## config.mk

```make
export PLATFORM = sky130hd
export DESIGN_NAME = axi_config_master
export DESIGN_NICKNAME = d
export VERILOG_FILES = /design/src/rtl/axi_config_pkg.sv /design/src/rtl/axi_config_master.sv
export SDC_FILE = /design/constraint.sdc
export NUM_CORES = 1
export LEC_CHECK = 0
export CAP_MARGIN = 20
export CORE_MARGIN = 1
export CORE_UTILIZATION = 34
export DETAILED_ROUTE_END_ITERATION = 6
export PLACE_DENSITY = 0.74
export SETUP_SLACK_MARGIN = 0.05
export SLEW_MARGIN = 10
export SYNTH_ARGS = -nofsm -noshare
export SYNTH_HDL_FRONTEND = slang
export SYNTH_SLANG_ARGS = --single-unit
```

## constraint.sdc

```tcl
create_clock -name M_AXI_ACLK -period 1.9 [get_ports M_AXI_ACLK]
set_input_delay 0.19 -clock M_AXI_ACLK [delete_from_list [all_inputs] [get_ports M_AXI_ACLK]]
set_output_delay 0.19 -clock M_AXI_ACLK [all_outputs]
set_load 0.05 [all_outputs]
```

## src/rtl/axi_config_pkg.sv

```systemverilog
// Shared FSM encoding and AXI constants for the single-outstanding config master.
package axi_config_pkg;

  typedef enum logic [2:0] {
    IDLE,
    WR_REQ,
    WR_RESP,
    RD_REQ,
    RD_DATA,
    RESP
  } state_t;

  localparam logic [1:0] RESP_OKAY   = 2'b00;
  localparam logic [1:0] RESP_SLVERR = 2'b10;
  localparam logic [2:0] PROT_NONE   = 3'b000;

endpackage

```

## src/rtl/axi_config_master.sv

```systemverilog
// Turns one cmd into one AXI4-Lite read or write; min cmd->rsp latency 3 cycles.
// Stalls on every AXI VALID/READY; holds rsp_* stable until rsp_ready, cmd_ready only when idle.
module axi_config_master
  import axi_config_pkg::*;
#(
  parameter int AXI_ADDR_WIDTH = 6,
  parameter int AXI_DATA_WIDTH = 32
) (
  input  logic                          M_AXI_ACLK,
  input  logic                          M_AXI_ARESETN,
  input  logic                          cmd_valid,
  output logic                          cmd_ready,
  input  logic                          cmd_write,
  input  logic [AXI_ADDR_WIDTH-1:0]     cmd_addr,
  input  logic [AXI_DATA_WIDTH-1:0]     cmd_wdata,
  input  logic [AXI_DATA_WIDTH/8-1:0]   cmd_wstrb,
  output logic                          rsp_valid,
  input  logic                          rsp_ready,
  output logic [AXI_DATA_WIDTH-1:0]     rsp_rdata,
  output logic [1:0]                    rsp_resp,
  output logic                          M_AXI_AWVALID,
  input  logic                          M_AXI_AWREADY,
  output logic [AXI_ADDR_WIDTH-1:0]     M_AXI_AWADDR,
  output logic [2:0]                    M_AXI_AWPROT,
  output logic                          M_AXI_WVALID,
  input  logic                          M_AXI_WREADY,
  output logic [AXI_DATA_WIDTH-1:0]     M_AXI_WDATA,
  output logic [AXI_DATA_WIDTH/8-1:0]   M_AXI_WSTRB,
  input  logic                          M_AXI_BVALID,
  output logic                          M_AXI_BREADY,
  input  logic [1:0]                    M_AXI_BRESP,
  output logic                          M_AXI_ARVALID,
  input  logic                          M_AXI_ARREADY,
  output logic [AXI_ADDR_WIDTH-1:0]     M_AXI_ARADDR,
  output logic [2:0]                    M_AXI_ARPROT,
  input  logic                          M_AXI_RVALID,
  output logic                          M_AXI_RREADY,
  input  logic [AXI_DATA_WIDTH-1:0]     M_AXI_RDATA,
  input  logic [1:0]                    M_AXI_RRESP
);

  state_t                        state, state_nxt;
  logic                          awvalid_q, awvalid_nxt;
  logic                          wvalid_q, wvalid_nxt;
  logic                          arvalid_q, arvalid_nxt;
  logic                          bready_q, bready_nxt;
  logic                          rready_q, rready_nxt;
  logic                          cmd_ready_q, cmd_ready_nxt;
  logic                          rsp_valid_q, rsp_valid_nxt;
  logic [AXI_ADDR_WIDTH-1:0]     addr_q, addr_nxt;
  logic [AXI_DATA_WIDTH-1:0]     wdata_q, wdata_nxt;
  logic [AXI_DATA_WIDTH/8-1:0]   wstrb_q, wstrb_nxt;
  logic [AXI_DATA_WIDTH-1:0]     rdata_q, rdata_nxt;
  logic [1:0]                    resp_q, resp_nxt;

  always_ff @(posedge M_AXI_ACLK or negedge M_AXI_ARESETN) begin
    if (!M_AXI_ARESETN) begin
      state       <= IDLE;
      awvalid_q   <= 1'b0;
      wvalid_q    <= 1'b0;
      arvalid_q   <= 1'b0;
      bready_q    <= 1'b0;
      rready_q    <= 1'b0;
      cmd_ready_q <= 1'b0;
      rsp_valid_q <= 1'b0;
      addr_q      <= '0;
      wdata_q     <= '0;
      wstrb_q     <= '0;
      rdata_q     <= '0;
      resp_q      <= RESP_OKAY;
    end else begin
      state       <= state_nxt;
      awvalid_q   <= awvalid_nxt;
      wvalid_q    <= wvalid_nxt;
      arvalid_q   <= arvalid_nxt;
      bready_q    <= bready_nxt;
      rready_q    <= rready_nxt;
      cmd_ready_q <= cmd_ready_nxt;
      rsp_valid_q <= rsp_valid_nxt;
      addr_q      <= addr_nxt;
      wdata_q     <= wdata_nxt;
      wstrb_q     <= wstrb_nxt;
      rdata_q     <= rdata_nxt;
      resp_q      <= resp_nxt;
    end
  end

  always_comb begin
    state_nxt   = state;
    awvalid_nxt = awvalid_q;
    wvalid_nxt  = wvalid_q;
    arvalid_nxt = arvalid_q;
    addr_nxt    = addr_q;
    wdata_nxt   = wdata_q;
    wstrb_nxt   = wstrb_q;
    rdata_nxt   = rdata_q;
    resp_nxt    = resp_q;

    case (state)
      IDLE: begin
        if (cmd_valid && cmd_ready_q) begin
          addr_nxt  = cmd_addr;
          wdata_nxt = cmd_wdata;
          wstrb_nxt = cmd_wstrb;
          if (cmd_write) begin
            awvalid_nxt = 1'b1;
            wvalid_nxt  = 1'b1;
            state_nxt   = WR_REQ;
          end else begin
            arvalid_nxt = 1'b1;
            state_nxt   = RD_REQ;
          end
        end
      end
      WR_REQ: begin
        // AW and W retire independently; leave only once neither is pending.
        if (awvalid_q && M_AXI_AWREADY) awvalid_nxt = 1'b0;
        if (wvalid_q && M_AXI_WREADY)   wvalid_nxt  = 1'b0;
        if (!awvalid_nxt && !wvalid_nxt) state_nxt = WR_RESP;
      end
      WR_RESP: begin
        if (M_AXI_BVALID && bready_q) begin
          resp_nxt  = M_AXI_BRESP;
          rdata_nxt = '0;
          state_nxt = RESP;
        end
      end
      RD_REQ: begin
        if (M_AXI_ARREADY) begin
          arvalid_nxt = 1'b0;
          state_nxt   = RD_DATA;
        end
      end
      RD_DATA: begin
        if (M_AXI_RVALID && rready_q) begin
          rdata_nxt = M_AXI_RDATA;
          resp_nxt  = M_AXI_RRESP;
          state_nxt = RESP;
        end
      end
      RESP: begin
        if (rsp_ready) state_nxt = IDLE;
      end
      default: state_nxt = IDLE;
    endcase

    // Handshake-side strobes are registered copies of the next state.
    cmd_ready_nxt = (state_nxt == IDLE);
    bready_nxt    = (state_nxt == WR_RESP);
    rready_nxt    = (state_nxt == RD_DATA);
    rsp_valid_nxt = (state_nxt == RESP);
  end

  assign cmd_ready     = cmd_ready_q;
  assign rsp_valid     = rsp_valid_q;
  assign rsp_rdata     = rdata_q;
  assign rsp_resp      = resp_q;
  assign M_AXI_AWVALID = awvalid_q;
  assign M_AXI_AWADDR  = addr_q;
  assign M_AXI_AWPROT  = PROT_NONE;
  assign M_AXI_WVALID  = wvalid_q;
  assign M_AXI_WDATA   = wdata_q;
  assign M_AXI_WSTRB   = wstrb_q;
  assign M_AXI_BREADY  = bready_q;
  assign M_AXI_ARVALID = arvalid_q;
  assign M_AXI_ARADDR  = addr_q;
  assign M_AXI_ARPROT  = PROT_NONE;
  assign M_AXI_RREADY  = rready_q;

endmodule

```

After elaboration in Yosys (flattened, before gate mapping)
Cells that the tools add are included.
- eq/ne operators: 14
- mux-type cells: 26
- reductions and logical operators: 17
- operator list (kind ; number):
    $mux W32 ; 2
    $pmux W32 S2 ; 1
    $mux W3 ; 6
    $pmux W3 S6 ; 1
    $eq A3 B3 Y1 const B ; 4
    $ne A2 B2 Y1 const B ; 6
    $eq A3 B2 Y1 const B ; 3
    $mux W1 ; 9
    $logic_and A1 B1 Y1 ; 6
    $logic_not A3 Y1 ; 2
    $mux W2 ; 3
    $pmux W1 S2 ; 3
    $reduce_and A3 Y1 ; 2
    $reduce_bool A2 Y1 ; 3
    $pmux W2 S2 ; 1
    $reduce_and A4 Y1 ; 1
    $eq A3 B1 Y1 const B ; 1
    $logic_not A1 Y1 ; 2
    $reduce_and A2 Y1 ; 1
- flip-flop bits (word level): 86
- input bits: 88

Longest topological paths before layout
- depth after elaboration: 8
- depth in mapped cells: 7
- gate-level depth less buffers: 4

Worst setup path before layout
No wires, ideal clock.
- path kind: register -> register
- from: reg bready_q (netlist: M_AXI_BREADY)
- to: reg rsp_valid_q (netlist: rsp_valid)
- setup time: 0.119 ns
- arrival time: 1.747 ns
- required time: 1.781 ns
- slack: 0.034 ns
- stages on the path, launching flop included: 5
- clock period less this slack: 1.866 ns
- path through: dfrtp_1 and2_1 a32o_2 or4b_4 and2_1
- cells in the longest elaborated chain, start to end: 4
- RTL lines (element ; line ; text):
    start, declared ; axi_config_master.sv:46 ; logic bready_q, bready_nxt;
    start signal, assigned ; axi_config_master.sv:76 ; bready_q <= bready_nxt;
    $logic_and A1 B1 Y1 ; axi_config_master.sv:122 ; if (M_AXI_BVALID && bready_q) begin
    $mux W3 ; axi_config_master.sv:122 ;
    $pmux W3 S6 ; axi_config_master.sv:99 ; case (state)
    net state_nxt[0] ; axi_config_master.sv:42 ; state_t state, state_nxt;
    $eq A3 B3 Y1 ; axi_config_master.sv:151 ; rsp_valid_nxt = (state_nxt == RESP);
    net rsp_valid_nxt ; axi_config_master.sv:49 ; logic rsp_valid_q, rsp_valid_nxt;
    end signal, assigned ; axi_config_master.sv:79 ; rsp_valid_q <= rsp_valid_nxt;
    end, declared ; axi_config_master.sv:49 ;
The timed path passes the listed nets, and every way through them passes these cells.
A chain may end at the register's enable or synchronous reset.

Worst setup path in the final report
- from: reg rready_q (netlist: M_AXI_RREADY)
- to: out M_AXI_RREADY
- RTL lines (element ; line ; text):
    start, declared ; axi_config_master.sv:47 ; logic rready_q, rready_nxt;
    start signal, assigned ; axi_config_master.sv:77 ; rready_q <= rready_nxt;
    end, declared ; axi_config_master.sv:37 ; output logic M_AXI_RREADY,
No word-level cell between the ends.

==> run metrics <==
outcome finished clean; CTS tree done; synth unique cells 28; Crit Path Category flop to output pin; CTS buffer count 9; clock root buffer clkbuf_8; period utilization 0.926; Post-CTS Setup Bufs 0; crit start category flop; count of pins over their slew limit 0; Placed Cells roughly 590; fmax ~570 MHz; Internal Power 5490 µW; sequential fraction of design power 0.290; Seq/Total Area, Yosys 0.620; Antenna Nets Post-Route 0; die width just over 100 µm; Reg clk slew, reported paths around 80 ps; reg2reg start state[0]; R2R cell count 5; crit-path max cell delay approximately 840 ps; final worst slack ~140 ps; DR vias approximately 2800; fraction of layout cells with a size suffix above 1 0.162; Critical Path RT 1710 ps; fin crit period 1760 ps; I/O pin total around 180; Comb pwr share 0.594; Reg2Reg Setup Slack about 140 ps; first-pass GRT wire length about 13 mm; Hold Path Class input port to asynchronous set/reset pin; DRC 0; clock share of power 0.116; nets@finish between 500 and 600; n_diodes 0; wire per inst 14.2 µm; Max transition margin 0.643; H-tree depth 3; Placed Area 5390 µm²; Peak VDD IR between 1000 and 1500 µV; Pwr Total ~11000 µW; Critical Path Fanout Max 3; synthesized cell area around 3500 µm²; crit end category output pin; clk_lat worst skew between 300 and 400 ps; Synth Instances ~290; grt ovf 0; Mean Syn Cell Area roughly 12 µm²; FP Rows 36; FF+latch count, synth 86; design area about 5600 µm²; vias in the first global route between 2000 and 3000; vias per cell about 4.6; Initial Util 0.353; MaxCap Viol Count 0; Post-DP HPWL 6.23 mm; # fillers 866; Fin Clk Skew 5.67 ps; core box area slightly below 10000 µm²; Max Root-Sink Buffers 2; worst slew pin tran 535 ps; Top delay family on crit path buffers and inverters; TritonRoute pass-1 iters 4; largest net degree at the start of global routing 47; GPL Wtd Cong approximately 0.8; DP Worst Slack -105 ps; final WL a little under 9 mm; PwrDens ~1900 nW/µm²; arrival time worst endpoint roughly 1600 ps; drt first-iter violations 62; initial antenna violation count 0; Buf+Inv Stages, Crit Path 1; RSZ-0062 raised after global routing true; Post-Layout Cell Count 609; Switch Pwr between 5000 and 6000 µW; r2r endpoint rsp_valid; I/O Buffers around 180; Finish-stage setup viols 0; Slowest-stage cell, CP clkdlybuf4s50_1; GR Util All Layers 0.166; sw frac 0.478; # clock sinks 86; Synthesis Warnings 0; P&R area growth vs syn 61.3%; Leak 0.00252 µW; Final Util 0.570; Hold Violations, Final 0; Total Die Area about 11000 µm²; CP Cell Sequence clkdlybuf4s50_1; Die Y between 100 and 150 µm
## layout by cell type (no fill, tap or decap), drive strengths merged, types with 3 or more instances in the layout
cell           netlist  layout
conb                 1       6
clkdlybuf4s50        0     174
o21ai                3       3
nand3b               3       3
nor3b                4       4
clkbuf              10      16
dfrtp               86      86
mux2                42      42
nand2               72      72
buf                 18      14
nand3               34      34
## timing repair
item	CTS	global route
resized for setup	0	2
setup endpoints to repair	0	77
hold endpoints to repair	40	0
hold buffers	1	0
## Yosys cell counts
master / number / area (µm²)
a21boi_0: 1 / 7.51
a21o_1: 1 / 7.51
a21oi_1: 1 / 5.00
a2bb2oi_1: 1 / 8.76
a32o_2: 1 / 11.3
a32oi_1: 2 / 17.5
and2_1: 2 / 12.5
buf_2: 5 / 25.0
buf_4: 12 / 90.1
buf_6: 1 / 11.3
clkbuf_1: 10 / 37.5
conb_1: 1 / 3.75
dfrtp_1: 86 / 2150
inv_1: 1 / 3.75
mux2_2: 42 / 473
mux2i_1: 2 / 20.0
nand2_1: 72 / 270
nand2b_1: 2 / 12.5
nand3_1: 34 / 170
nand3b_1: 3 / 22.5
nor2b_1: 2 / 12.5
nor3_2: 1 / 10.0
nor3b_1: 4 / 30.0
o211ai_1: 1 / 7.51
o21ai_0: 3 / 15.0
or4_1: 1 / 7.51
or4b_4: 1 / 13.8
or4bb_1: 1 / 11.3
## worst max-delay path by stage
| stage | start | endpoint | slack, ps | cells after the start |
|---|---|---|---|---|
| after floorplan | state[2] | rsp_valid | 100 | 5 |
| after detailed placement | cmd_valid | M_AXI_WDATA[29] | -110 | 5 |
| final | M_AXI_RREADY | M_AXI_RREADY | 140 | 1 |
| after global routing | state[0] | rsp_resp[1] | 10 | 7 |
| after global placement | cmd_valid | M_AXI_WDATA[10] | -60 | 5 |
| after CTS | state[2] | M_AXI_WDATA[29] | 50 | 3 |
## layer usage
layer  vias to the layer above  global-route usage  wire length [µm]
met4                         0              0.0813               142
met3                        14              0.0610               911
met1                      1338               0.195              3500
met5                         -                   0                 0
met2                       125               0.268              4110
li1                       1321                   -                 -
## kinds of logic after synthesis
logic type,count (synthesis),synth area share
buf+inv,29,0.0483
mux,44,0.142
simple gates,123,0.165
flops,86,0.620
other cells,1,0.00108
compound gates,11,0.0231
## sequential cells by signal, summed over array words and instances, names as in the netlist, 2 cells and up
register,count
rsp_rdata,32
M_AXI_ARADDR,6
M_AXI_WDATA,32
M_AXI_WSTRB,4
state,3
rsp_resp,2
## through the flow
step	hold slack, ps	TNS (ps)
after floorplan	-106	0
after global placement	201	-2550
after detailed placement	206	-3780
after CTS	358	0
after global routing	377	0
final	354	0
## power by group through the flow
| stage | clock network (µW) | logic (µW) | registers [µW] |
|---|---|---|---|
| 2_1_floorplan | 0 | 1540 | 5620 |
| 3_3_place_gp | 0 | 6190 | 3030 |
| 3_5_place_dp | 0 | 6270 | 3070 |
| 4_1_cts | 1280 | 6280 | 3050 |
| 5_1_grt | 1350 | 6530 | 3150 |
| 6_report | 1220 | 6240 | 3040 |
## layout make-up
| cell class | count | area (µm²) | area share |
|---|---|---|---|
| Multi-Input combinational cell | 184 | 1180 | 0.212 |
| Clock buffer | 16 | 190 | 0.0340 |
| Tap cell | 133 | 166 | 0.0297 |
| Timing Repair Buffer | 189 | 1900 | 0.339 |
| Inverter | 1 | 3.75 | 0.000671 |
| Sequential cell | 86 | 2150 | 0.385 |
No activity file was read; power rests on OpenSTA's default activity.
